[src/rtl/alu_arbiter.sv]
// alu_arbiter: two-requester round-robin arbiter and sequencer for the shared ALU.
// Both four-phase requests are synchronized, one owner at a time is granted the ALU,
// and the result is returned with an acknowledge held until the owner drops its request.
// Optional build macro: ALU_ARB_FIXED_PRI_EN selects fixed priority (requester 0 wins ties).
module alu_arbiter #(
    parameter int unsigned WIDTH   = 3,
    parameter int unsigned ALU_LAT = 2
) (
    input  logic             clk,
    input  logic             rst_n,
    input  logic             req0,
    input  logic             req1,
    input  logic [WIDTH-1:0] a0,
    input  logic [WIDTH-1:0] b0,
    input  logic [WIDTH-1:0] a1,
    input  logic [WIDTH-1:0] b1,
    input  logic [1:0]       op0,
    input  logic [1:0]       op1,
    output logic             ack0,
    output logic             ack1,
    output logic [WIDTH:0]   res,
    output logic [1:0]       gnt,
    output logic             busy,
    output logic [WIDTH-1:0] alu_a,
    output logic [WIDTH-1:0] alu_b,
    output logic [1:0]       alu_op,
    output logic             alu_start,
    input  logic [WIDTH:0]   alu_result
);

    localparam int unsigned CNT_W = 4;

    typedef enum logic [1:0] {
        IDLE = 2'd0,
        EXEC = 2'd1,
        ACK  = 2'd2
    } state_t;

    state_t             state, state_d;
    logic [1:0]         sync0, sync1;
    logic               req_s0, req_s1;
    logic [CNT_W-1:0]   cnt, cnt_d;
    logic               owner, owner_d;
    logic               win;
    logic               ack0_d, ack1_d, busy_d, start_d;
    logic [WIDTH:0]     res_d;
    logic [1:0]         gnt_d;
    logic [WIDTH-1:0]   alu_a_d, alu_b_d;
    logic [1:0]         alu_op_d;
`ifdef ALU_ARB_FIXED_PRI_EN
`else
    logic               last, last_d;
`endif

    // Two-flop synchronizers for the asynchronous request lines
    always_ff @(posedge clk) begin
        if (!rst_n) begin
            sync0 <= 2'b00;
            sync1 <= 2'b00;
        end else begin
            sync0 <= {sync0[0], req0};
            sync1 <= {sync1[0], req1};
        end
    end

    assign req_s0 = sync0[1];
    assign req_s1 = sync1[1];

    // Winner among pending requests
    always_comb begin
`ifdef ALU_ARB_FIXED_PRI_EN
        win = !req_s0;
`else
        win = (req_s0 && req_s1) ? !last : req_s1;
`endif
    end

    // State and registered outputs
    always_ff @(posedge clk) begin
        if (!rst_n) begin
            state     <= IDLE;
            cnt       <= '0;
            owner     <= 1'b0;
            ack0      <= 1'b0;
            ack1      <= 1'b0;
            res       <= '0;
            gnt       <= 2'b00;
            busy      <= 1'b0;
            alu_a     <= '0;
            alu_b     <= '0;
            alu_op    <= 2'b00;
            alu_start <= 1'b0;
`ifdef ALU_ARB_FIXED_PRI_EN
`else
            last      <= 1'b1;
`endif
        end else begin
            state     <= state_d;
            cnt       <= cnt_d;
            owner     <= owner_d;
            ack0      <= ack0_d;
            ack1      <= ack1_d;
            res       <= res_d;
            gnt       <= gnt_d;
            busy      <= busy_d;
            alu_a     <= alu_a_d;
            alu_b     <= alu_b_d;
            alu_op    <= alu_op_d;
            alu_start <= start_d;
`ifdef ALU_ARB_FIXED_PRI_EN
`else
            last      <= last_d;
`endif
        end
    end

    // Next-state and next-output logic
    always_comb begin
        state_d  = state;
        cnt_d    = cnt;
        owner_d  = owner;
        ack0_d   = ack0;
        ack1_d   = ack1;
        res_d    = res;
        gnt_d    = gnt;
        alu_a_d  = alu_a;
        alu_b_d  = alu_b;
        alu_op_d = alu_op;
        start_d  = 1'b0;
`ifdef ALU_ARB_FIXED_PRI_EN
`else
        last_d   = last;
`endif
        case (state)
            IDLE: begin
                if (req_s0 || req_s1) begin
                    state_d  = EXEC;
                    owner_d  = win;
                    gnt_d    = win ? 2'b10 : 2'b01;
                    alu_a_d  = win ? a1 : a0;
                    alu_b_d  = win ? b1 : b0;
                    alu_op_d = win ? op1 : op0;
                    start_d  = 1'b1;
                    cnt_d    = CNT_W'(ALU_LAT);
                end
            end
            EXEC: begin
                cnt_d = cnt - CNT_W'(1);
                if (cnt == CNT_W'(1)) begin
                    res_d   = alu_result;
                    state_d = ACK;
                    if (owner) ack1_d = 1'b1;
                    else       ack0_d = 1'b1;
                end
            end
            ACK: begin
                if (!(owner ? req_s1 : req_s0)) begin
                    ack0_d  = 1'b0;
                    ack1_d  = 1'b0;
                    gnt_d   = 2'b00;
                    state_d = IDLE;
`ifdef ALU_ARB_FIXED_PRI_EN
`else
                    last_d  = owner;
`endif
                end
            end
            default: state_d = IDLE;
        endcase
        busy_d = (state_d != IDLE);
    end

endmodule
[config.mk]
export PLATFORM = sky130hd
export DESIGN_NAME = alu_arbiter
export DESIGN_NICKNAME = d
export VERILOG_FILES = /design/src/rtl/alu_arbiter.sv
export SDC_FILE = /design/constraint.sdc
export NUM_CORES = 1
export LEC_CHECK = 0
export ABC_AREA = 0
export CELL_PAD_IN_SITES_DETAIL_PLACEMENT = 0
export CELL_PAD_IN_SITES_GLOBAL_PLACEMENT = 1
export CORE_MARGIN = 2
export CORE_UTILIZATION = 25
export CTS_CLUSTER_DIAMETER = 30
export DETAILED_ROUTE_END_ITERATION = 8
export PLACE_DENSITY_LB_ADDON = 0.1
export SLEW_MARGIN = 20
export SYNTH_ARGS = -nofsm -noshare
export SYNTH_HDL_FRONTEND = slang
export SYNTH_SLANG_ARGS = --single-unit
[constraint.sdc]
create_clock -name clk -period 1.6 [get_ports clk]
set_input_delay 0.32 -clock clk [delete_from_list [all_inputs] [get_ports clk]]
set_output_delay 0.32 -clock clk [all_outputs]
set_load 0.03 [all_outputs]
==> Implementation_results.wiki <==
{| class="wikitable"
! Metric !! Value
|-
| Status || finished, final reports clean
|-
| Buffer cell driving the clock tree root || clkbuf_8
|-
| Routed WL || 3370 µm
|-
| Clock tree from TritonCTS || yes
|-
| Power density relative to cell area || approximately 900 mW/mm²
|-
| Slew margin rel. || 66.2%
|-
| Mean cell area of the mapped netlist || a little over 9 µm²
|-
| Final Wtd Congestion || ~0.74
|-
| Max H-tree Level || 2
|-
| Gr ovfl total || 0
|-
| Net count, final || 214
|-
| Slowest cell on the critical path || a2111oi_0
|-
| Actual slew at the worst max-slew pin || 507 ps
|-
| Highest clock rate || 0.702 GHz
|-
| Number of setup violations in the final report || 0
|-
| Clock Pin Slew Worst Setup and Hold Paths || 60 ps
|-
| Average wire per standard cell || 13.0 µm
|-
| Synth cell types || 38
|-
| Clock Skews || roughly 2.6 ps
|-
| Leading cell types in the layout, fill and taps excluded || dfxtp_1 (30), nand2_1 (26), clkdlybuf4s50_1 (23)
|-
| Min Tclk post-route || 1420 ps
|-
| Worst setup timing slack at the placement stage || approximately 71 ps
|-
| Core outline area || 0.00511 mm²
|-
| Number of DRC markers in iteration 0 || 40
|-
| Clock tree buffer depth || 2
|-
| Total standard cell area after synthesis || roughly 0.0013 mm²
|-
| Effective utilization at floorplan || 26.0%
|-
| Post-synthesis cell count || 144
|-
| Setup repair after global routing missed its margin || false
|-
| Number of clock buffers inserted by TritonCTS || 5
|-
| Clk sink count || 30
|-
| Class of the most critical setup path || reg2reg
|-
| Cell class contributing the biggest share of worst-path delay || compound AO/OA/AOI/OAI gates
|-
| Residual antenna-violating net count after detailed routing || 0
|-
| Vias in the first global route || roughly 1,100
|-
| Slack of the critical path || 176 ps
|-
| Worst setup EP type || flop
|-
| Filler cell count in the final layout || 562
|-
| P&R area growth vs syn || 40.2%
|-
| Leading cell type in the layout, fill and taps excluded || dfxtp_1
|-
| Ordered cell list for the critical path || inv_1 -> ha_1 -> nor3b_1 -> buf_4 -> a2111oi_0
|-
| Post-CTS Setup Inserts || 0
|-
| Buffers plus inverters on the worst setup path || 2
|-
| Clock insertion delay at the later pin of the skew report || between 200 and 300 ps
|-
| Pin count of the biggest net entering global routing || 15
|-
| Number of I/O pins || between 40 and 50
|-
| Crit share post-route || 89.0%
|-
| Initial antenna violation count || 0
|-
| Count of port buffers added during placement || 41
|-
| Die height || a little under 80 µm
|-
| Number of nets produced by synthesis || 170
|-
| Final Max Tran Viols || 0
|-
| Data arrival time of the critical path || 1580 ps
|-
| Largest stage delay on the critical path || 400 ps
|-
| # diodes || 0
|-
| Reported leakage power || around 0.79 nW
|-
| Required time worst endpoint || 1750 ps
|-
| Via count || 1,201
|-
| Worst IR drop on VDD || 400 µV
|-
| Register area share after synthesis || between 40% and 50%
|-
| First-pass detailed-route iteration total || 4
|-
| Area of the die || roughly 0.0059 mm²
|-
| Fraction of layout cells with a size suffix above 1 || 11.2%
|-
| Worst hold path class || reg2reg
|-
| Hold Fails Final Rpt || 0
|-
| Yosys Warn Count || 0
|-
| Wire length of the first global-routing pass || 5530 µm
|-
| Total power consumption of the routed design || around 1.7 mW
|-
| Row count || 26
|-
| Max-cap viol count || 0
|-
| Post-synthesis register bit count || 30
|-
| Via-per-instance ratio || 4.66
|-
| Worst setup SP type || flop
|-
| Sum of net half-perimeters after detailed placement || about 2400 µm
|-
| Horizontal die dimension || 76.8 µm
|-
| Number of remaining DRC errors || 0
|-
| Critical-path maximum fanout || 3
|-
| Global-route usage over all layers || between 10% and 20%
|-
| Final total negative setup slack || 0 ps
|}
routing by layer:
metal  vias to the layer above  GRT usage [%]  share of wire (%)
met5                         -              0                  0
met1                       568           14.4                 48
li1                        596              -                  -
met4                         0           4.91                1.7
met3                         9           4.35                3.0
met2                        28           19.0                 47
path summary, 6_finish.rpt:
kind,startpoint,to,slack (ps),depth (start not counted)
worst max-delay path,cnt[1]$_SDFFE_PN0P_,state[0]$_SDFF_PN0_,180,5
worst min register to register,sync0[0]$_SDFF_PN0_,sync0[1]$_SDFF_PN0_,430,1
worst max register to register,cnt[1]$_SDFFE_PN0P_,state[0]$_SDFF_PN0_,180,5
worst min-delay path,sync0[0]$_SDFF_PN0_,sync0[1]$_SDFF_PN0_,430,1
logic make-up after synthesis:
| group | synth area share, % |
|---|---|
| compound gates | 21.4 |
| mux | 3.87 |
| fa+ha+maj | 1.89 |
| buf+inv | 7.74 |
| xor+xnor | 0.660 |
| simple gates | 19.2 |
| flops | 45.3 |
Yosys cell counts:
cell type | count | share of area [%]
a2111oi_0 | 1 | 0.66
a21bo_2 | 1 | 0.75
a21boi_0 | 1 | 0.57
a21boi_2 | 1 | 0.85
a21oi_1 | 12 | 4.5
a221oi_1 | 1 | 0.66
a22oi_1 | 1 | 0.57
a311oi_1 | 7 | 4.6
a311oi_2 | 1 | 1.1
a31oi_1 | 1 | 0.47
a32o_1 | 3 | 2.3
and2_1 | 5 | 2.4
and2_4 | 1 | 0.66
buf_2 | 4 | 1.5
buf_6 | 5 | 4.2
clkbuf_1 | 3 | 0.85
dfxtp_1 | 30 | 45
ha_1 | 2 | 1.9
inv_1 | 4 | 1.1
mux2_2 | 1 | 0.85
mux2i_1 | 4 | 3.0
nand2_1 | 26 | 7.4
nand2b_1 | 1 | 0.47
nand3_1 | 1 | 0.38
nand3b_1 | 1 | 0.57
nand4b_1 | 1 | 0.66
nor2_1 | 7 | 2.0
nor2b_1 | 2 | 0.94
nor2b_4 | 1 | 1.0
nor3_1 | 4 | 1.5
nor3b_1 | 1 | 0.57
o211a_1 | 1 | 0.75
o21a_1 | 2 | 1.1
o21ai_0 | 3 | 1.1
o221ai_1 | 1 | 0.66
o311ai_0 | 1 | 0.66
or2_4 | 1 | 0.66
xor2_1 | 1 | 0.66
what timing repair did:
item,in CTS,in global routing
hold buffers,0,0
endpoints found under the setup margin,16,7
gates resized for setup,16,3
flip-flops by register name (all words and copies together), names as in the netlist:
register and count:
state 2, alu_op 2, ack1 1, alu_b 3, gnt 2, last 1
alu_start 1, sync1 2, res 4, sync0 2, ack0 1, owner 1
alu_a 3, cnt 4, busy 1
through the flow:
step / cell area (µm²) / std cells / util (%) / hold WS, ps
after detailed placement: 1800 / 251 / 35.2 / 417
after floorplan: 1330 / 144 / - / 412
after CTS: 1850 / 258 / 36.3 / 429
after global placement: 1800 / 251 / 35.2 / 420
final: 1860 / 258 / 36.4 / 428
after global routing: 1860 / 258 / 36.4 / 450
where the power goes:
group | internal [mW] | switching, mW
clock | 0.299 | 0.268
sequential | 0.793 | 0.0326
combinational | 0.158 | 0.173
total | 1.25 | 0.474
worst reg2reg max path: stages, from the launching register on:
cell and delay (ps):
dfxtp_1 360, inv_1 70, ha_1 180, nor3b_1 150
buf_4 150, a2111oi_0 400
area by class of cell:
type                       instances  area, µm²  share of cell area [%]
clock buffer                       7       76.3                    4.10
multi-input combinational         98        624                    33.6
timing repair buffer              49        455                    24.5
inverter                           4       15.0                   0.808
sequential                        30        601                    32.3
tap                               70       87.6                    4.71
Power figures use the tool's default switching activity.
